<file path="config.mk">
export PLATFORM = sky130hd
export DESIGN_NAME = reaction_timer
export DESIGN_NICKNAME = d
export VERILOG_FILES = /design/src/rtl/reaction_timer_pkg.sv /design/src/rtl/reaction_timer_tick_divider.sv /design/src/rtl/reaction_timer.sv
export SDC_FILE = /design/constraint.sdc
export NUM_CORES = 1
export LEC_CHECK = 0
export CORE_MARGIN = 8
export CORE_UTILIZATION = 60
export CTS_BUF_LIST = sky130_fd_sc_hd__clkbuf_16
export CTS_CLUSTER_SIZE = 20
export DETAILED_ROUTE_END_ITERATION = 10
export PLACE_DENSITY = 0.85
export SLEW_MARGIN = 20
export SYNTH_ARGS = -nofsm -noshare
export SYNTH_HDL_FRONTEND = slang
export SYNTH_HIERARCHICAL = 1
export SYNTH_SLANG_ARGS = --single-unit
</file>
<file path="constraint.sdc">
create_clock -name clock -period 3.9 [get_ports clock]
set_input_delay 0.585 -clock clock [delete_from_list [all_inputs] [get_ports clock]]
set_output_delay 0.585 -clock clock [all_outputs]
set_load 0.01 [all_outputs]
</file>
<file path="src/rtl/reaction_timer_pkg.sv">
// Shared definitions for the reaction timer: FSM states, result width,
// the "no best time yet" marker and the tick divider ratio helper.
package reaction_timer_pkg;

  typedef enum logic [1:0] {
    IDLE = 2'd0,
    RUN  = 2'd1,
    HOLD = 2'd2
  } stateT;

  localparam int ELAPSED_W = 10;

  // All-ones means no completed measurement has been recorded yet.
  localparam logic [ELAPSED_W-1:0] BEST_INIT = 10'h3FF;

  // Clock cycles per tick; the integer division truncates.
  function automatic int divFor(input int clockFrequency, input int tickHz);
    return clockFrequency / tickHz;
  endfunction

endpackage

</file>
<file path="src/rtl/reaction_timer_tick_divider.sv">
// Tick generator for the reaction timer.
// tick pulses once every DIV cycles. restart zeroes the phase, so the
// first tick after a restart comes DIV cycles after the restart cycle.
module tick_divider #(
  parameter int DIV = 50000
) (
  input  logic clock,
  input  logic reset,
  input  logic restart,
  output logic tick
);

  localparam int CNT_W = (DIV > 1) ? $clog2(DIV) : 1;
  localparam logic [CNT_W-1:0] LAST = CNT_W'(DIV - 1);

  logic [CNT_W-1:0] count;

  // Phase counter: wraps on the tick cycle and is cleared by restart.
  always_ff @(posedge clock or posedge reset) begin
    if (reset) begin
      count <= '0;
    end else if (restart || (count == LAST)) begin
      count <= '0;
    end else begin
      count <= count + 1'b1;
    end
  end

  assign tick = (count == LAST);

endmodule

</file>
<file path="src/rtl/reaction_timer.sv">
// Reaction timer: measures ticks between a start pulse and a stop pulse,
// giving up at MAX_TICKS (timeout). Results stay on the outputs until the
// next start.
// Optional feature: define REACTION_TIMER_BEST_EN to add a best-time
// register (output best, input clear_best).
module reaction_timer
  import reaction_timer_pkg::*;
#(
  parameter int CLOCK_FREQUENCY = 50000000,
  parameter int TICK_HZ         = 1000,
  parameter int MAX_TICKS       = 999
) (
  input  logic                 clock,
  input  logic                 reset,
  input  logic                 start,
  input  logic                 stop,
`ifdef REACTION_TIMER_BEST_EN
  input  logic                 clear_best,
  output logic [ELAPSED_W-1:0] best,
`endif
  output logic [ELAPSED_W-1:0] elapsed,
  output logic                 valid,
  output logic                 timeout,
  output logic                 busy
);

  localparam int DIV = divFor(CLOCK_FREQUENCY, TICK_HZ);
  localparam logic [ELAPSED_W-1:0] MAX_VALUE   = ELAPSED_W'(MAX_TICKS);
  localparam logic [ELAPSED_W-1:0] BEFORE_MAX  = ELAPSED_W'(MAX_TICKS - 1);

  stateT state;
  logic  tick;
  logic  restart;

  // A start only counts outside RUN, so only then does it re-phase the divider.
  assign restart = start && (state != RUN);

  tick_divider #(
    .DIV(DIV)
  ) divider (
    .clock  (clock),
    .reset  (reset),
    .restart(restart),
    .tick   (tick)
  );

  // Measurement FSM with registered outputs; stop has priority over a tick.
  always_ff @(posedge clock or posedge reset) begin
    if (reset) begin
      state   <= IDLE;
      elapsed <= '0;
      valid   <= 1'b0;
      timeout <= 1'b0;
      busy    <= 1'b0;
    end else begin
      case (state)
        IDLE, HOLD: begin
          if (start) begin
            state   <= RUN;
            elapsed <= '0;
            valid   <= 1'b0;
            timeout <= 1'b0;
            busy    <= 1'b1;
          end
        end
        RUN: begin
          if (stop) begin
            state <= HOLD;
            valid <= 1'b1;
            busy  <= 1'b0;
          end else if (tick) begin
            if (elapsed >= BEFORE_MAX) begin
              // This tick reaches the limit: saturate and flag timeout.
              state   <= HOLD;
              elapsed <= MAX_VALUE;
              timeout <= 1'b1;
              busy    <= 1'b0;
            end else begin
              elapsed <= elapsed + 1'b1;
            end
          end
        end
        default: begin
          state <= IDLE;
          busy  <= 1'b0;
        end
      endcase
    end
  end

`ifdef REACTION_TIMER_BEST_EN
  // Best time: captured together with valid when the new result is lower;
  // timeouts never reach this path because they do not come from stop.
  always_ff @(posedge clock or posedge reset) begin
    if (reset) begin
      best <= BEST_INIT;
    end else if (clear_best) begin
      best <= BEST_INIT;
    end else if ((state == RUN) && stop && (elapsed < best)) begin
      best <= elapsed;
    end
  end
`endif

endmodule

</file>
==> metrics.csv <==
stage,metric,value,unit
run_status,status,finished clean,
power_and_ir_drop,Pwr Density,493.9,nW/um^2
critical_path,kind of end point of the critical path,flip-flop,
synth,Post-Synth XOR/XNOR Area,7.107,%
timing,endpoints failing hold,0,
timing,"Slew Viols, Final",0,
routing,Routed Antenna Nets,0,
synth,synthesized flop and latch total,31,
flow_run,Max Cap Viol,0,
finish,Finished Cell Area,1994,um^2
timing,crit path time final,2.561,ns
finish,most frequent cells in the layout,"dfrtp_1 (31), clkdlybuf4s50_1 (16), nor2_1 (13)",
critical_path,Worst Path Arrival,2.72,ns
synth,cells after synthesis,169,
place,DP HPWL,2.489,mm
cts,Root Driver,clkbuf_16,
floorplan,core area,2734,um^2
cts,clk sinks,31,
place,placed cell area,1861,um^2
place,GP Congestion,0.8236,
grt,GRT Total Usage,15.26,%
cts,Longest Clk Path Bufs,2,
finish,Reg area,775.7,um^2
floorplan,Die ar.,4848,um^2
routing,M1 wire length,1.533,mm
routing,Via density,6.236,
floorplan,IO Count,17,
cts,hold-fix buffers at CTS,0,
synth,register area share after synthesis,44.96,%
power_and_ir_drop,Max VDD drop,0.0004711,V
finish,area of the multi-input gates,844.6,um^2
synth,Ys Warns,6,
grt,vias in the first global route,1263,
timing,Setup-failing EPs final,0,
routing,met2 wire len,1.732,mm
grt,initial antenna violation count,0,
timing,Worst Max-Slew Pin Slew,1.002,ns
synth,compound-gate portion of the synthesized area,13.78,%
floorplan,die width,69.63,um
timing,RSZ-0062 raised after global routing,no,
critical_path,peak fanout along the critical path,8,
routing,vias after detailed routing,1347,
grt,grt ovf,0,
routing,DR pass1 iterations,4,
cts,Post CTS Setup Buffer Count,0,
floorplan,num rows,19,
synth,adder-cell share of the synthesized area,2.175,%
finish,Layout Nets,192,
routing,Routed WL per cell,16.77,um
critical_path,CP required,4.06,ns
cts,clock latency on the worst-skew pair,0.28,ns
routing,Post-route DRC,0,
floorplan,Initial Utilization,63.11,%
routing,met3 WL,313,um
routing,uppermost routed layer,met4,
finish,"most common cell after layout, fill and taps aside",dfrtp_1,
cts,CTS tree,done,
synth,Synth cell types,43,
grt,largest net degree at the start of global routing,17,
critical_path,CP Class,flip-flop to flip-flop,
synth,Avg Synthesized Cell Area,10.21,um^2
finish,ant diodes,0,
cts,CTS buffer count,5,
timing,slew margin rel.,32.31,%
finish,fill cell count,192,
critical_path,startpoint types,flip-flop,
grt,first-pass GRT wire length,6.044,mm
worst_hold_path,Worst Hold Class,flip-flop to flip-flop,
floorplan,Die Height,69.63,um
cts,CTS resizes,0,
synth,Simple-Gate Fraction of Synth Area,25.89,%
cts,H-tree Lvls,2,
synth,mux cell area share after synthesis,0,%
finish,Syn-to-layout area delta,15.59,%
synth,mapped cell area,1725,um^2
place,buffers added on ports,16,
timing,Max Fclk,390.5,MHz
routing,DRT iter0 DRCs,180,
timing,Setup TNS,0,ns
synth,"Net Count, Synth",176,
synth,largest family of logic cells by synthesized area,simple AND/OR/NAND/NOR gates,
power_and_ir_drop,leakage power,0.8141,nW
routing,Total Wirelength,3.622,mm
timing,Clock Skew,0.007110,ns
finish,share of cells above drive strength 1,13.51,%
timing,ratio of final minimum period to clock period,65.66,%
cts,"Reg clk slew, reported paths",0.05,ns
power by group:
| part | internal (mW) | switching [mW] | leakage, nW |
|---|---|---|---|
| clock | 0.228 | 0.125 | 0.0671 |
| sequential | 0.365 | 0.0675 | 0.422 |
| combinational | 0.0922 | 0.108 | 0.325 |
cells in the mapped netlist, drive strengths merged:
library cell  count  area, um^2
nor4bb            3       30.03
nor3              6       41.29
o21ai            10       50.05
nand2b            3       18.77
nand4bb           1       27.53
nor2b             2       12.51
and2              1       6.260
or2               1       6.260
a31oi             4       25.02
nor4              5       46.29
xnor2            12       105.1
dfrtp            31       775.7
clkbuf            1       3.750
a311oi            1       8.760
o21a              1       7.510
buf               6       60.06
a21oi            11       58.81
and3              2       12.51
inv              11       41.29
and4              3       28.78
a211oi            2       15.01
a211o             2       17.52
ha                3       37.54
nand2             4       15.01
o311ai            1       16.27
o311a             1       21.27
xor2              2       17.52
nand4             4       25.02
o211a             1       10.01
nand3             9       50.05
o31ai             1       7.510
nor4b             1       15.01
nor2             23       111.4
registers in the layout, summed over array words and instances, names as in the netlist:
name	cells
timeout	1
elapsed	10
valid	1
busy	1
divider/count	16
state	2
worst max-delay path, stage by stage, from the launching register on:
cell	delay, ns
dfrtp_1	0.39
ha_1	0.22
and3_1	0.23
and4_4	0.27
nor4bb_1	0.87
nand3_1	0.16
o21ai_0	0.22
a21oi_1	0.07
path summary, 6_finish.rpt:
path	from	to	slack (ns)	cells after the start
setup reg to reg	divider/count[0]	elapsed[2]	1.34	7
hold reg to reg	divider/count[0]	divider/count[0]	0.49	1
min in group asynchronous	reset	divider/count[6]	0.72	2
hold / removal	divider/count[0]	divider/count[0]	0.49	1
max in group asynchronous	reset	divider/count[11]	2.77	2
setup / recovery	divider/count[0]	elapsed[2]	1.34	7
layout make-up:
type,count,share of cell area (%)
Multi-Input combinational cell,120,42.35
Clock inverter,2,0.4391
Sequential cell,31,38.90
Inverter,11,2.070
Clock buffer,5,6.274
Tap cell,31,1.945
Timing Repair Buffer,16,8.030
cells by family after synthesis:
family / Yosys count
fa+ha+maj: 3
flops: 31
buf+inv: 18
xor+xnor: 14
compound gates: 35
simple gates: 68
stage by stage:
stage	hold slack, ns	worst slack (ns)	power, mW	util (%)	instances
2_1_floorplan	0.4574	2.059	0.5739	-	169
3_3_place_gp	0.4732	1.577	0.6221	68.05	209
3_5_place_dp	0.4841	1.407	0.6343	68.05	209
4_1_cts	0.4930	1.413	0.9943	72.95	216
5_1_grt	0.5005	1.219	1.038	72.95	216
6_report	0.4912	1.339	0.9850	72.95	216
per-layer routing:
metal	global-route usage, %	vias up
met5	0	-
met4	5.134	0
met3	6.867	7
met2	24.59	68
met1	17.54	640
li1	-	632
Note: power is estimated with default switching activity, not from simulation.
